<file path="config.mk">
export PLATFORM = sky130hd
export DESIGN_NAME = seg_scan_ctrl
export DESIGN_NICKNAME = d
export VERILOG_FILES = /design/src/rtl/seg_scan_ctrl.sv
export SDC_FILE = /design/constraint.sdc
export NUM_CORES = 1
export LEC_CHECK = 0
export BUFFER_PORTS_ARGS = -buffer_cell sky130_fd_sc_hd__buf_2
export CAP_MARGIN = 20
export CORE_MARGIN = 3
export CORE_UTILIZATION = 30
export DETAILED_ROUTE_END_ITERATION = 12
export HOLD_SLACK_MARGIN = 0.05
export SLEW_MARGIN = 20
export SYNTH_ARGS = -nofsm -noshare
export SYNTH_HDL_FRONTEND = slang
export SYNTH_SLANG_ARGS = --single-unit
</file>
<file path="constraint.sdc">
create_clock -name CLK100MHZ -period 2.5 [get_ports CLK100MHZ]
set_input_delay 0.5 -clock CLK100MHZ [delete_from_list [all_inputs] [get_ports CLK100MHZ]]
set_output_delay 0.5 -clock CLK100MHZ [all_outputs]
set_load 0.03 [all_outputs]
</file>
<file path="src/rtl/seg_scan_ctrl.sv">
`timescale 1ns/1ps
// seg_scan_ctrl
// Time-multiplexed scan controller for an 8-digit active-low 7-segment
// display. Holds an 8-entry digit buffer written through two requester
// ports (A has fixed priority over B) and scans the digits one slot at a
// time. Each slot starts with a one-cycle blanking guard on AN.
module seg_scan_ctrl #(
    parameter int SCAN_DIV = 100000,
    parameter bit HEX      = 1'b1
) (
    input  logic       CLK100MHZ,
    input  logic       CPU_RESETN,
    input  logic       en,
    input  logic       a_req,
    input  logic [2:0] a_addr,
    input  logic [4:0] a_data,
    output logic       a_ack,
    input  logic       b_req,
    input  logic [2:0] b_addr,
    input  logic [4:0] b_data,
    output logic       b_ack,
    output logic [7:0] SEG,
    output logic [7:0] AN,
    output logic [2:0] cur_digit
);

    localparam int PW = (SCAN_DIV > 2) ? $clog2(SCAN_DIV) : 1;
    localparam logic [PW-1:0] PCNT_LAST = PW'(SCAN_DIV - 1);
    localparam logic [PW-1:0] PCNT_ONE  = PW'(1);
    localparam logic [4:0]    ENTRY_BLANK = 5'b1_0000;
    localparam logic [7:0]    ALL_OFF     = 8'hFF;

    // Entry to active-low segment pattern; dp (bit 7) is always off.
    function automatic logic [7:0] seg_decode(input logic [4:0] entry);
        logic [7:0] pat;
        pat = ALL_OFF;
        if (entry[4]) begin
            pat = ALL_OFF;
        end else begin
            case (entry[3:0])
                4'h0:    pat = 8'hC0;
                4'h1:    pat = 8'hF9;
                4'h2:    pat = 8'hA4;
                4'h3:    pat = 8'hB0;
                4'h4:    pat = 8'h99;
                4'h5:    pat = 8'h92;
                4'h6:    pat = 8'h82;
                4'h7:    pat = 8'hF8;
                4'h8:    pat = 8'h80;
                4'h9:    pat = 8'h90;
                4'hA:    pat = HEX ? 8'h88 : ALL_OFF;
                4'hB:    pat = HEX ? 8'h83 : ALL_OFF;
                4'hC:    pat = HEX ? 8'hC6 : ALL_OFF;
                4'hD:    pat = HEX ? 8'hA1 : ALL_OFF;
                4'hE:    pat = HEX ? 8'h86 : ALL_OFF;
                4'hF:    pat = HEX ? 8'h8E : ALL_OFF;
                default: pat = ALL_OFF;
            endcase
        end
        return pat;
    endfunction

    logic [4:0]    digit_buf_r [8];
    logic [PW-1:0] pcnt_r;
    logic [2:0]    cur_digit_r;
    logic [7:0]    seg_r;
    logic [7:0]    an_r;
    logic          a_ack_r;
    logic          b_ack_r;

    logic          wr_en_s;
    logic [2:0]    wr_addr_s;
    logic [4:0]    wr_data_s;
    logic          a_win_s;
    logic          b_win_s;
    logic          wrap_s;
    logic [PW-1:0] pcnt_nxt_s;
    logic [2:0]    digit_nxt_s;
    logic [7:0]    seg_nxt_s;
    logic [7:0]    an_nxt_s;

    // Fixed-priority write arbitration: port A wins whenever it requests.
    always_comb begin
        wr_en_s   = 1'b0;
        wr_addr_s = 3'd0;
        wr_data_s = 5'd0;
        a_win_s   = 1'b0;
        b_win_s   = 1'b0;
        if (a_req) begin
            wr_en_s   = 1'b1;
            wr_addr_s = a_addr;
            wr_data_s = a_data;
            a_win_s   = 1'b1;
        end else if (b_req) begin
            wr_en_s   = 1'b1;
            wr_addr_s = b_addr;
            wr_data_s = b_data;
            b_win_s   = 1'b1;
        end else begin
            wr_en_s   = 1'b0;
        end
    end

    // Terminal count of the prescaler ends the current digit slot.
    assign wrap_s = en && (pcnt_r == PCNT_LAST);

    // Prescaler and digit index advance; both freeze while scanning is off.
    always_comb begin
        pcnt_nxt_s  = pcnt_r;
        digit_nxt_s = cur_digit_r;
        if (en) begin
            if (wrap_s) begin
                pcnt_nxt_s  = '0;
                digit_nxt_s = cur_digit_r + 3'd1;
            end else begin
                pcnt_nxt_s  = pcnt_r + PCNT_ONE;
                digit_nxt_s = cur_digit_r;
            end
        end else begin
            pcnt_nxt_s  = pcnt_r;
            digit_nxt_s = cur_digit_r;
        end
    end

    // Display drive; blanked when disabled and in the guard cycle that
    // follows a digit advance (the advance edge registers all-off).
    always_comb begin
        seg_nxt_s = ALL_OFF;
        an_nxt_s  = ALL_OFF;
        if (!en || wrap_s) begin
            seg_nxt_s = ALL_OFF;
            an_nxt_s  = ALL_OFF;
        end else begin
            seg_nxt_s = seg_decode(digit_buf_r[cur_digit_r]);
            an_nxt_s  = ~(8'b0000_0001 << cur_digit_r);
        end
    end

    // Digit buffer storage; every entry resets to blank.
    always_ff @(posedge CLK100MHZ or negedge CPU_RESETN) begin
        if (!CPU_RESETN) begin
            for (int i = 0; i < 8; i++) begin
                digit_buf_r[i] <= ENTRY_BLANK;
            end
        end else if (wr_en_s) begin
            digit_buf_r[wr_addr_s] <= wr_data_s;
        end
    end

    // Scan position state.
    always_ff @(posedge CLK100MHZ or negedge CPU_RESETN) begin
        if (!CPU_RESETN) begin
            pcnt_r      <= '0;
            cur_digit_r <= 3'd0;
        end else begin
            pcnt_r      <= pcnt_nxt_s;
            cur_digit_r <= digit_nxt_s;
        end
    end

    // Registered display pins and write acknowledges.
    always_ff @(posedge CLK100MHZ or negedge CPU_RESETN) begin
        if (!CPU_RESETN) begin
            seg_r   <= ALL_OFF;
            an_r    <= ALL_OFF;
            a_ack_r <= 1'b0;
            b_ack_r <= 1'b0;
        end else begin
            seg_r   <= seg_nxt_s;
            an_r    <= an_nxt_s;
            a_ack_r <= a_win_s;
            b_ack_r <= b_win_s;
        end
    end

    assign SEG       = seg_r;
    assign AN        = an_r;
    assign a_ack     = a_ack_r;
    assign b_ack     = b_ack_r;
    assign cur_digit = cur_digit_r;

endmodule

</file>
==> impl_metrics.toml <==
[cells_and_area]
design.final.nets = 376
drive_gt1_share_pct = 42.7
layout-area-overhead-vs-synth_pct = 19.8
finalCoreUtilization_pct = 37.1
fillCellCount = 1190
multi_input_area_mm2 = 0.00171
fin_cells = 515
num_antenna_cells = 0
seq_area_mm2 = 0.00196

[placed_design]
gp_congestion = 0.807
number_of_cells_after_detailed_placement = 499
placement.setup.worst_slack_ns = 0.163
dp_hpwl_um = 5360
port_buffers = 40

[worst_setup_path]
path_class = "reg2reg"
crit_fanout = 9
worst-r2r-setup-slack_ns = 0.29
worstSetupEndpointType = "flop"
worst-r2r-cell-count = 6
critical_path_required_ns = 2.76
critical_path.cell_chain = "mux4_2 > mux2_4 > inv_1 > ha_1 > o211a_1 > o21ai_1"
critical-path-slowest-cell = "sky130_fd_sc_hd__mux4_2"
worstReg2RegEnd = "SEG[3]"
crit_family = "multiplexers"
max_stage_delay_ns = 0.54
critPathLaunchType = "flop"
critical_path.n_buffers_inverters = 1
cp.arrival_ns = 2.47
rr_startpoint = "cur_digit[0]"

[floorplanning]
dieHeight_um = 118
coreArea_mm2 = 0.0122
i_o_pin_cnt = 42
start_util_pct = 31.0
std_cell_rows = 40
dieArea_mm2 = 0.0139
dieWidth_um = 118

[drt]
via_to_cell_ratio = 4.63
route.layer.met1.wl_um = 3740
postRouteAntennaNets = 0
dr.first_iter.drc_count = 103
drt_first_pass_iters = 4
dr_wl_met3_um = 289
wire_per_inst_um = 14.1
num_vias = 2387
detail_route.wirelength_um = 7250
wl_met2_um = 3110
drt_drc_violations_left = 0
maxUsedRoutingLayer = "met4"

[clock_tree]
clk_root_buffer_cell = "sky130_fd_sc_hd__clkbuf_16"
tritoncts_clock_tree = "done"
clk_pin_slew_worst_paths_ns = 0.06
cts_sinks = 77
clock_tree.buffer_depth = 2
htree_levels = 3
clk-insertion-delay-late_ns = 0.33
post_cts.repair.setup_buffers = 0
numCtsBuffers = 9

[run_status]
run_status = "finished clean"

[synthesis]
asyncSetResetFlopFracSynth_pct = 100
synth_enable_flop_cells = 0
post_synth.cell_area_avg_um2 = 13.0
synth_area_mm2 = 0.00377
netlist-cell-type-count = 49
synth_largest_type_area_fraction_pct = 35.8
synthTopCellsByArea = "sky130_fd_sc_hd__dfrtp_1, sky130_fd_sc_hd__dfstp_2, sky130_fd_sc_hd__mux2_2"
yosysSeqAreaShare_pct = 51.9
yosys_warnings = 0
syn_nets = 325
ys.flop_type = "sky130_fd_sc_hd__dfrtp_1"
number_of_standard_cells_after_synthesis = 291
synth_register_bits = 77
yosysTopAreaCell = "sky130_fd_sc_hd__dfrtp_1"

[timing]
setup_repair_after_global_routing_missed_its_margin = "no"
finalSetupViolations = 0
finalClockSkew_ns = 0.00774
drv_slew = 0
max_freq_mhz = 452
fin_setup_tns_ns = 0
final.period_utilization_pct = 88.5
slew_headroom_pct = 43.8
final_period_minus_worst_setup_slack_ns = 2.21
hold_slack_ns = 0.273
final.setup.worst_slack_ns = 0.288
tightestPinTransition_ns = 0.843
timing.final.hold_violations = 0

[pwr]
power_per_cell_area_mw_per_mm2 = 862
vdd_ir_drop_max_mv = 0.390
p_leak_nw = 1.97

[global_routing]
grt_antenna_before_repair = 0
via_count_of_the_first_global_routing_pass = 2448
pin_count_of_the_biggest_net_entering_global_routing = 67
global_route.usage.total_pct = 10.9
global_route.overflow_total = 0
first_pass_grt_wire_length_um = 12400

[hold_path]
min-delay-path-class = "in2async"

[job]
timing.max_cap.violations = 0
logic make-up (layout without fill, tap and decap cells):
| group | count (synthesis) | after routing | share of synthesized area, % |
|---|---|---|---|
| adders and majority gates | 13 | 13 | 4.31 |
| xor gates and xnor gates | 16 | 16 | 3.72 |
| muxes | 59 | 59 | 21.4 |
| buffers and inverters | 19 | 75 | 2.69 |
| AOI/OAI and AO/OA | 29 | 29 | 5.81 |
| other | 1 | 1 | 0.0995 |
| DFF | 77 | 77 | 51.9 |
| and+or+nand+nor | 77 | 77 | 10.1 |
timing repair:
action	in CTS	in global routing
gates resized for setup	0	1
setup endpoints to repair	0	1
hold buffers	0	0
worst reg2reg max path, stage by stage, from the launching register on:
cell and delay (ns):
sky130_fd_sc_hd__dfrtp_2 0.52, sky130_fd_sc_hd__mux4_2 0.55, sky130_fd_sc_hd__mux2_4 0.32, sky130_fd_sc_hd__inv_1 0.13, sky130_fd_sc_hd__ha_1 0.27, sky130_fd_sc_hd__o211a_1 0.23, sky130_fd_sc_hd__o21ai_1 0.14
layout make-up:
cell class | instances | area share [%]
Tap cell | 168 | 4.66
Multi-Input combinational cell | 195 | 37.9
Clock inverter | 7 | 1.75
Clock buffer | 9 | 4.99
Inverter | 7 | 0.582
Timing Repair Buffer | 52 | 6.76
Sequential cell | 77 | 43.3
where the power goes:
group | total, mW | internal, mW | leakage (nW) | switching, mW
logic | 0.877 | 0.442 | 0.905 | 0.435
clock network | 1.32 | 0.783 | 0.139 | 0.535
registers | 1.70 | 1.54 | 0.926 | 0.157
worst max path at each step:
stage                     depth (start not counted)    startpoint  slack [ns]      to
after CTS                                         6  cur_digit[0]        0.14  SEG[3]
after global routing                              8  cur_digit[0]        0.15  SEG[3]
final                                             6  cur_digit[0]        0.29  SEG[3]
after detailed placement                          6  cur_digit[0]        0.16  SEG[3]
after global placement                            6  cur_digit[0]        0.23  SEG[3]
after floorplan                                   7  cur_digit[0]        0.17  SEG[3]
per-layer routing:
layer	vias to the layer above	GRT usage, %
met5	-	0
met4	0	4.62
met3	10	2.31
met2	49	15.5
met1	1182	16.1
li1	1146	-
sequential cells by signal (all words and copies together), names as in the netlist:
name         cells
digit_buf_r     40
pcnt_r          17
AN               8
SEG              7
cur_digit        3
a_ack            1
b_ack            1
cells in the mapped netlist, drive strengths merged, types with 4 or more instances:
master  number
buf          7
ha          13
dfrtp       54
mux4        10
o21ai       10
nor2        16
dfstp       23
a22o         5
xor2         5
nand4        6
mux2        43
clkbuf       5
inv          7
nand3        4
mux2i        6
nand2       30
xnor2       11
placed cells by master, fill, tap and decap left out, drive strengths merged, types with 2 or more instances in the layout:
master and instances:
inv 10, ha 13, nand4 6, o21a 2, nor2 16, o211ai 2, nor4 3, dfrtp 54
mux2 43, o21ai 10, or2 2, nor2b 3, xor2 5, and3 2, dfstp 23, nand2 30
o221ai 3, nand3 4, a22o 5, clkinvlp 3, nor3 3, a21oi 2, xnor2 11, mux4 10
clkbuf 9, buf 52, mux2i 6, nand3b 2
metrics by stage:
step,cell area (µm²),total power [mW]
final,4520,3.89
after global routing,4520,4.11
after CTS,4510,3.94
after detailed placement,4210,2.61
after global placement,4210,2.57
after floorplan,3770,2.35
(Power assumes the default switching activity.)
